**src/rtl/writeback_arbiter.sv**
```systemverilog
// Writeback arbiter: merges the MEM/WB result and the multdiv result onto the single
// regfile write port, with a 1-entry multdiv hold buffer and a pending-write scoreboard.
//
// state   | meaning
// EMPTY   | hold buffer free, md_ready=1
// HELD    | multdiv result parked in hold, waiting to win the write port
module writeback_arbiter #(
  parameter int unsigned STARVE_LIMIT = 4,
  parameter logic [4:0]  STATUS_REG   = 5'd30
) (
  input  logic        clock,
  input  logic        ctrl_reset_n,
  input  logic        pipe_valid,
  output logic        pipe_ready,
  input  logic [4:0]  pipe_rd,
  input  logic [31:0] pipe_data,
  input  logic        md_issue,
  input  logic [4:0]  md_issue_rd,
  input  logic        md_valid,
  output logic        md_ready,
  input  logic [4:0]  md_rd,
  input  logic [31:0] md_data,
  input  logic        md_exception,
  input  logic [31:0] md_exc_code,
  input  logic [4:0]  dec_rs_a,
  input  logic [4:0]  dec_rs_b,
  input  logic [4:0]  dec_rd,
  output logic        hazard_stall,
  output logic        stall_req,
  output logic        ctrl_writeEnable,
  output logic [4:0]  ctrl_writeReg,
  output logic [31:0] data_writeReg
);

  localparam int unsigned CW = $clog2(STARVE_LIMIT + 1);
  localparam logic [CW-1:0] STARVE_LAST = CW'(STARVE_LIMIT - 1);

  localparam logic [0:0] S_EMPTY = 1'b0;
  localparam logic [0:0] S_HELD  = 1'b1;

  localparam logic [1:0] W_NONE = 2'd0;
  localparam logic [1:0] W_PIPE = 2'd1;
  localparam logic [1:0] W_HOLD = 2'd2;
  localparam logic [1:0] W_MD   = 2'd3;

  logic [0:0]    state_q, state_d;
  logic [4:0]    hold_rd_q, hold_rd_d;
  logic [4:0]    hold_orig_q, hold_orig_d;
  logic [31:0]   hold_data_q, hold_data_d;
  logic [CW-1:0] starve_q, starve_d;
  logic          stall_q, stall_d;
  logic          we_q, we_d;
  logic [4:0]    wreg_q, wreg_d;
  logic [31:0]   wdata_q, wdata_d;
  logic [31:0]   sb_q, sb_d;

  logic          md_xfer, pipe_xfer;
  logic [4:0]    md_cap_rd;
  logic [31:0]   md_cap_data;
  logic [1:0]    win;
  logic [4:0]    win_rd, win_orig;
  logic [31:0]   win_data;
  logic          win_is_md, win_we;

  assign md_ready    = (state_q == S_EMPTY);
  assign pipe_ready  = ~stall_q;
  assign md_xfer     = md_valid & md_ready;
  assign pipe_xfer   = pipe_valid & pipe_ready;
  assign md_cap_rd   = md_exception ? STATUS_REG : md_rd;
  assign md_cap_data = md_exception ? md_exc_code : md_data;

  // stall_q only ever rises while HELD, so the hold entry is valid whenever it wins here
  always_comb begin
    win = W_NONE;
    if (stall_q)                 win = W_HOLD;
    else if (pipe_xfer)          win = W_PIPE;
    else if (state_q == S_HELD)  win = W_HOLD;
    else if (md_xfer)            win = W_MD;
  end

  always_comb begin
    win_rd   = 5'd0;
    win_orig = 5'd0;
    win_data = 32'd0;
    case (win)
      W_PIPE: begin
        win_rd   = pipe_rd;
        win_data = pipe_data;
      end
      W_HOLD: begin
        win_rd   = hold_rd_q;
        win_orig = hold_orig_q;
        win_data = hold_data_q;
      end
      W_MD: begin
        win_rd   = md_cap_rd;
        win_orig = md_rd;
        win_data = md_cap_data;
      end
      default: ;
    endcase
  end

  assign win_is_md = (win == W_HOLD) || (win == W_MD);
  assign win_we    = (win != W_NONE) && (win_rd != 5'd0);

  // An r0 winner still consumes its slot but leaves the port address/data untouched
  always_comb begin
    we_d    = win_we;
    wreg_d  = win_we ? win_rd : wreg_q;
    wdata_d = win_we ? win_data : wdata_q;
  end

  always_comb begin
    state_d     = state_q;
    hold_rd_d   = hold_rd_q;
    hold_orig_d = hold_orig_q;
    hold_data_d = hold_data_q;
    starve_d    = starve_q;
    stall_d     = stall_q;
    case (state_q)
      S_EMPTY: begin
        if (win == W_PIPE && md_xfer) begin
          state_d     = S_HELD;
          hold_rd_d   = md_cap_rd;
          hold_orig_d = md_rd;
          hold_data_d = md_cap_data;
          starve_d    = '0;
        end
      end
      S_HELD: begin
        if (win == W_HOLD) begin
          state_d  = S_EMPTY;
          starve_d = '0;
          stall_d  = 1'b0;
        end else begin
          starve_d = starve_q + 1'b1;
          if (starve_q == STARVE_LAST) stall_d = 1'b1;
        end
      end
      default: state_d = S_EMPTY;
    endcase
  end

  // Clear before set so a same-cycle issue to the retiring register stays pending
  always_comb begin
    sb_d = sb_q;
    if (win_we && win_is_md) begin
      sb_d[win_rd]   = 1'b0;
      sb_d[win_orig] = 1'b0;
    end
    if (md_issue && md_issue_rd != 5'd0) sb_d[md_issue_rd] = 1'b1;
    sb_d[0] = 1'b0;
  end

  assign hazard_stall = sb_q[dec_rs_a] | sb_q[dec_rs_b] | sb_q[dec_rd];

  always_ff @(posedge clock or negedge ctrl_reset_n) begin
    if (!ctrl_reset_n) begin
      state_q     <= S_EMPTY;
      hold_rd_q   <= 5'd0;
      hold_orig_q <= 5'd0;
      hold_data_q <= 32'd0;
      starve_q    <= '0;
      stall_q     <= 1'b0;
      we_q        <= 1'b0;
      wreg_q      <= 5'd0;
      wdata_q     <= 32'd0;
      sb_q        <= 32'd0;
    end else begin
      state_q     <= state_d;
      hold_rd_q   <= hold_rd_d;
      hold_orig_q <= hold_orig_d;
      hold_data_q <= hold_data_d;
      starve_q    <= starve_d;
      stall_q     <= stall_d;
      we_q        <= we_d;
      wreg_q      <= wreg_d;
      wdata_q     <= wdata_d;
      sb_q        <= sb_d;
    end
  end

  assign stall_req        = stall_q;
  assign ctrl_writeEnable = we_q;
  assign ctrl_writeReg    = wreg_q;
  assign data_writeReg    = wdata_q;

endmodule

```
**config.mk**
```make
export PLATFORM = sky130hd
export DESIGN_NAME = writeback_arbiter
export DESIGN_NICKNAME = d
export VERILOG_FILES = /design/src/rtl/writeback_arbiter.sv
export SDC_FILE = /design/constraint.sdc
export NUM_CORES = 1
export LEC_CHECK = 0
export ABC_AREA = 1
export BUFFER_PORTS_ARGS = -buffer_cell sky130_fd_sc_hd__buf_4
export CAP_MARGIN = 15
export CORE_MARGIN = 3
export CORE_UTILIZATION = 26
export CTS_CLUSTER_DIAMETER = 30
export DETAILED_ROUTE_END_ITERATION = 6
export PLACE_DENSITY = 0.49
export SETUP_SLACK_MARGIN = 0.3
export SYNTH_ARGS = -nofsm -noshare
export SYNTH_HDL_FRONTEND = slang
export SYNTH_SLANG_ARGS = --single-unit
```
**constraint.sdc**
```tcl
create_clock -name clock -period 1.9 [get_ports clock]
set_clock_uncertainty 0.1 [all_clocks]
set_input_delay 0.095 -clock clock [delete_from_list [all_inputs] [get_ports clock]]
set_output_delay 0.095 -clock clock [all_outputs]
set_load 0.03 [all_outputs]
```
# Word level (Yosys, flattened, before mapping)
# Cells that the tools add are included.
dict set report totals {
  out_inout_bits 42
  reg_bits 116
  input_bits 132
  wordCells 81
}
dict set report op_classes {
  n_eq_ne 5
  n_addsub 1
  n_reduce_logical 14
  order_cmp 9
  muxes 31
  n_bitwise 11
}
# cell count
set ops {}
lappend ops {{32-bit 2-to-1 mux} 3}
lappend ops {{32-bit case mux with 3 select lines} 1}
lappend ops {{32-bit AND} 2}
lappend ops {{32-bit inverter} 2}
lappend ops {{5-bit by 6-bit less-than comparator with 1-bit output (second input constant)} 6}
lappend ops {{32-bit OR} 1}
lappend ops {{1-bit binary-select mux with 5-bit select} 3}
lappend ops {{1-bit demux with 5-bit select} 3}
lappend ops {{5-bit by 1-bit >= comparator with 1-bit output (second input constant)} 3}
lappend ops {{5-bit case mux with 3 select lines} 1}
lappend ops {{1-bit 2-to-1 mux} 10}
lappend ops {{5-bit case mux with 2 select lines} 1}
lappend ops {{5-bit nonzero test} 2}
lappend ops {{2-bit 2-to-1 mux} 4}
lappend ops {{1-bit logical AND} 7}
lappend ops {{3-bit 2-to-1 mux} 2}
lappend ops {{3-bit case mux with 2 select lines} 1}
lappend ops {{5-bit 2-to-1 mux} 1}
lappend ops {{2-bit == test (second input constant)} 2}
lappend ops {{2-bit AND reduction} 2}
lappend ops {{2-bit nonzero test} 2}
lappend ops {{3-bit by 1-bit adder with 3-bit output (second input constant)} 1}
lappend ops {{3-bit by 2-bit == test with 1-bit output (second input constant)} 1}
lappend ops {{1-bit AND} 2}
lappend ops {{other kinds (6)} 8}

# Longest topological paths before layout
dict set report depth {
  depth_word 18
  depth_mapped 13
  mapped_depth_nobuf 13
}

# Worst setup path before layout
# Ideal clock, no wire load.
dict set report synth_path {
  path_type {flip-flop to flip-flop}
  startpoint {register stall_q, in the netlist stall_req}
  endpoint {register wdata_q[10], in the netlist data_writeReg[10]}
  synth_period_minus_slack_ns 2.068
  required_time_ns 1.671
  path_stages_with_launch 11
  t_arrival_ns 1.839
  path_slack_ns -0.168
  cell_sequence {dfrtp_1 > inv_2 > nand2_4 > inv_2 > nand2_1 > nand2_1 > nor2_4 > nand3_2 > nor2_8 > clkbuf_2 > o21ai_0}
}
dict set report synth_via {
  elab_chain_cells 8
}
# element line
set synth_rtl {}
lappend synth_rtl {{start, declared} 51} ;# logic stall_q, stall_d;
lappend synth_rtl {{start signal, assigned} 176} ;# stall_q <= stall_d;
lappend synth_rtl {{1-bit inverter *} 66} ;# assign pipe_ready = ~stall_q;
lappend synth_rtl {{via pipe_ready} 14} ;# output logic pipe_ready,
lappend synth_rtl {{1-bit AND *} 68} ;# assign pipe_xfer = pipe_valid & pipe_ready;
lappend synth_rtl {{2-bit 2-to-1 mux *} 76} ;# else if (pipe_xfer) win = W_PIPE;
lappend synth_rtl {{2-bit 2-to-1 mux *} 75} ;# if (stall_q) win = W_HOLD;
lappend synth_rtl {{2-bit == test or 2-bit by 1-bit == test with 1-bit output (tied branches)} 85} ;# case (win)
lappend synth_rtl {{5-bit case mux with 3 select lines} 85}
lappend synth_rtl {{5-bit nonzero test} 105} ;# assign win_we = (win != W_NONE) && (win_rd != 5'd0);
lappend synth_rtl {{1-bit logical AND} 105}
lappend synth_rtl {{end signal, assigned} 179} ;# wdata_q <= wdata_d;
lappend synth_rtl {{end, declared} 54} ;# logic [31:0] wdata_q, wdata_d;
# Mark *: on every way through the listed nets, which the timed path passes. The rest lies on a longest branch.
# A chain may end at the register's enable or synchronous reset.

# Worst setup path in the final report
dict set report layout_path {
  startpoint {register state_q}
  endpoint {register wdata_q[7], in the netlist data_writeReg[7]}
}
dict set report layout_via {
  elab_chain_cells 10
}
# element line
set layout_rtl {}
lappend layout_rtl {{start, declared} 46} ;# logic [0:0] state_q, state_d;
lappend layout_rtl {{start signal, assigned} 171} ;# state_q <= state_d;
lappend layout_rtl {{1-bit inverter (no line)} -}
lappend layout_rtl {{1-bit AND} 67} ;# assign md_xfer = md_valid & md_ready;
lappend layout_rtl {{2-bit 2-to-1 mux} 78} ;# else if (md_xfer) win = W_MD;
lappend layout_rtl {{2-bit 2-to-1 mux *} 77} ;# else if (state_q == S_HELD) win = W_HOLD;
lappend layout_rtl {{2-bit 2-to-1 mux *} 76}
lappend layout_rtl {{2-bit 2-to-1 mux *} 75}
lappend layout_rtl {{2-bit == test or 2-bit by 1-bit == test with 1-bit output (tied branches)} 85}
lappend layout_rtl {{5-bit case mux with 3 select lines} 85}
lappend layout_rtl {{5-bit nonzero test} 105}
lappend layout_rtl {{1-bit logical AND} 105}
# Every way passes the cells marked *; elsewhere a longest branch is shown, timed or not.

==> reports/metrics.yaml <==
logic_synthesis:
  synth_ff_type: "dfrtp_1"
  synth_top_area_cell: "dfrtp_1"
  synth-seq-area-share: 0.416
  yosysMostFrequentCell: "nand2_1"
  postSynth.asyncResetShare: 1.00
  ys_ff_latch: 116
  yosysTopAreaCellShare: 0.416
  synth.distinct_cells: 39
  synthTopCellsByArea: "dfrtp_1 42%, nand2_1 19%, o21ai_0 8.0%, mux2i_1 4.6%, nor2_1 4.4%"
  synthCells: 963
  yosys_warnings: 0
  syn_area_um2: 6970
  avgSynthCellArea_um2: 7.24
  synth_common_cells: "358 x nand2_1, 116 x dfrtp_1, 112 x o21ai_0, 81 x nor2_1, 56 x inv_1"
  synth_nets: 1097
  synth_edf_count: 0
global_route:
  met1_usage: 0.251
  grt_overflow: 0
  top_usage_layer: "met2"
  grt_pass1_vias: 8068
  grt_use_met3: 0.0443
  grt_pass1_wl_um: 43900
  grt_max_degree: 51
  grt_usage: 0.193
  antenna_found_initial: 0
  met2_usage: 0.329
cts:
  clock_path_buffers: 2
  cts_buffers: 17
  cts_max_level: 4
  cts_sinks: 116
  tritoncts: "done"
  clock_latency_ns: 0.43
  root_buffer: "clkbuf_16"
  clk_pin_slew_worst_paths_ns: 0.07
place:
  dp_hpwl_um: 18000
  place_area_um2: 9030
  place_congestion: 0.834
  placed_cells: 1484
  io_buffers: 173
sta:
  grt_setup_unrepaired: "true"
  fmax_mhz: 488
  max_slew_margin: 0.450
  fin_crit_sh: 1.08
  worst_slew_pin_slew_ns: 0.819
  layout_setup_ws_ns: -0.148
  finalSetupViolations: 69
  hold_violations: 0
  holdWs_ns: 0.0134
  slew_viol_final: 0
  fin_crit_ns: 2.05
worst_setup_path:
  regToRegSetupSlack_ns: -0.15
  cp.required_ns: 2.15
  critPathArrivalTime_ns: 2.30
  cp_max_fo: 20
  crit_path_end_kind: "register"
  worstSetupPathType: "reg2reg"
  critPathLaunchType: "register"
drt:
  antenna_left: 0
  drt_iter0_drc: 521
  viasPerCell: 4.80
  first_pass_iters: 5
  drc: 0
  post_drt_wl_per_cell_um: 17.0
  wl_um: 28400
  num_vias: 8024
status:
  violations: "negative setup slack"
  status: "complete, but fails checks"
finish:
  seq_area_um2: 2910
  layout-drive-gt1-share: 0.353
  synthToLayoutAreaGrowth_pct: 72.3
  final_net_count: 1459
  multi_input_area_um2: 4130
  num_antenna_cells: 0
  post-route-util: 0.459
  instances_no_fill: 1673
  fin_area_um2: 12000
  nFillCells: 2531
power_and_ir_drop:
  peakVddDrop_mv: 0.435
  swShare: 0.282
  power_frac_comb: 0.154
  switching_power_uw: 2090
  p_clk_frac: 0.471
  power.leakage_uw: 0.00586
  finalPower_uw: 7430
  pwr_density_cell_nw_per_um2: 618
  pwr-share-seq: 0.375
  p_int_uw: 5330
floorplan:
  die-area_um2: 28800
  core_um2: 26200
  start_util: 0.266
  pin_count: 174
  row_count: 59
  dieWidth_um: 170
  die_h_um: 170
job:
  cap_violations: 0
min_path:
  hold_class: "in2reg"
[per-stage QoR]
step	worst slack [ns]	TNS (ns)
6_report	-0.148	-7.23
5_1_grt	-0.258	-16.47
4_1_cts	-0.0578	-1.44
3_5_place_dp	-0.162	-5.42
3_3_place_gp	-0.175	-4.78
2_1_floorplan	0.0227	0
[layer usage]
layer  vias up  wire (um)
li1       3941          -
met1      3787      12400
met2       261      14000
met3        35       1660
met4         0        435
met5         -          0
[sequential cells by signal, summed over array words and instances (netlist names)]
name,count
hold_rd_q,5
ctrl_writeReg,5
hold_orig_q,5
state_q,1
stall_req,1
hold_data_q,32
data_writeReg,32
ctrl_writeEnable,1
sb_q,31
starve_q,3
[kinds of logic after synthesis]
group                    count (synthesis)  synth area share
AO/OA/AOI/OAI                          208             0.178
AND/OR/NAND/NOR                        498             0.290
flip-flops                             116             0.416
buffers and inverters                  107            0.0664
adder cells (fa/ha/maj)                  2           0.00359
multiplexers                            32            0.0459
[critical path, stage by stage (launching register included)]
cell	delay (ns)
dfrtp_2	0.42
buf_6	0.14
a21oi_4	0.27
o21bai_4	0.11
nor2_4	0.17
nand2_4	0.09
nor2_8	0.19
buf_4	0.17
clkbuf_16	0.18
nand2_1	0.05
o21ai_1	0.08
[placed cells by master, fill, tap and decap left out, types with 4 or more instances in the layout]
master / Yosys / final
dfrtp_2: 0 / 7
inv_1: 56 / 48
nand2_4: 1 / 10
inv_6: 0 / 6
a221oi_1: 32 / 32
nand3_1: 34 / 30
nor3_1: 10 / 10
nor2_1: 81 / 56
nand2_2: 2 / 55
inv_2: 5 / 9
buf_12: 0 / 10
o21ai_1: 4 / 56
mux2i_1: 32 / 32
o21ai_0: 112 / 35
buf_4: 5 / 227
dfrtp_1: 116 / 109
o21ai_2: 1 / 26
nand2_1: 358 / 295
buf_16: 0 / 10
nor2_2: 4 / 21
dlygate4sd3_1: 0 / 112
a21oi_1: 37 / 30
nor2_4: 2 / 10
a21oi_2: 0 / 7
o211ai_1: 14 / 14
clkbuf_16: 0 / 21
nand3_2: 1 / 4
buf_6: 4 / 20
[area by class of cell]
| class | count | share of cell area |
|---|---|---|
| Sequential cell | 116 | 0.242 |
| Clock buffer | 18 | 0.0365 |
| Inverter | 63 | 0.0218 |
| Clock inverter | 14 | 0.0158 |
| Tap cell | 335 | 0.0349 |
| Timing Repair Buffer | 385 | 0.304 |
| Multi-Input combinational cell | 741 | 0.344 |
| Timing Repair inverter | 1 | 0.000625 |
[worst paths after layout]
| kind | endpoint | start | depth (start not counted) |
|---|---|---|---|
| hold reg to reg | ctrl_writeReg[3] | ctrl_writeReg[3] | 2 |
| min in group asynchronous | data_writeReg[23] | ctrl_reset_n | 3 |
| setup reg to reg | data_writeReg[7] | state_q | 10 |
| setup / recovery | data_writeReg[7] | state_q | 10 |
| max in group asynchronous | data_writeReg[27] | ctrl_reset_n | 3 |
| hold / removal | data_writeReg[23] | md_exc_code[23] | 5 |
[power by group through the flow]
| stage | sequential (uW) | combinational (uW) | clock, uW |
|---|---|---|---|
| after floorplan | 2730 | 447 | 0 |
| after global placement | 2820 | 879 | 0 |
| after detailed placement | 2810 | 886 | 0 |
| after CTS | 2770 | 1110 | 3560 |
| after global routing | 2790 | 1270 | 3700 |
| final | 2790 | 1140 | 3500 |
[what timing repair did]
item	in CTS	in global routing
setup endpoints to repair	104	116
pin swaps	32	25
setup buffers	20	8
resized for setup	143	86
cloned	11	6
endpoints found under the hold margin	213	0
hold buffers	112	0
Power figures use the tool's default switching activity.
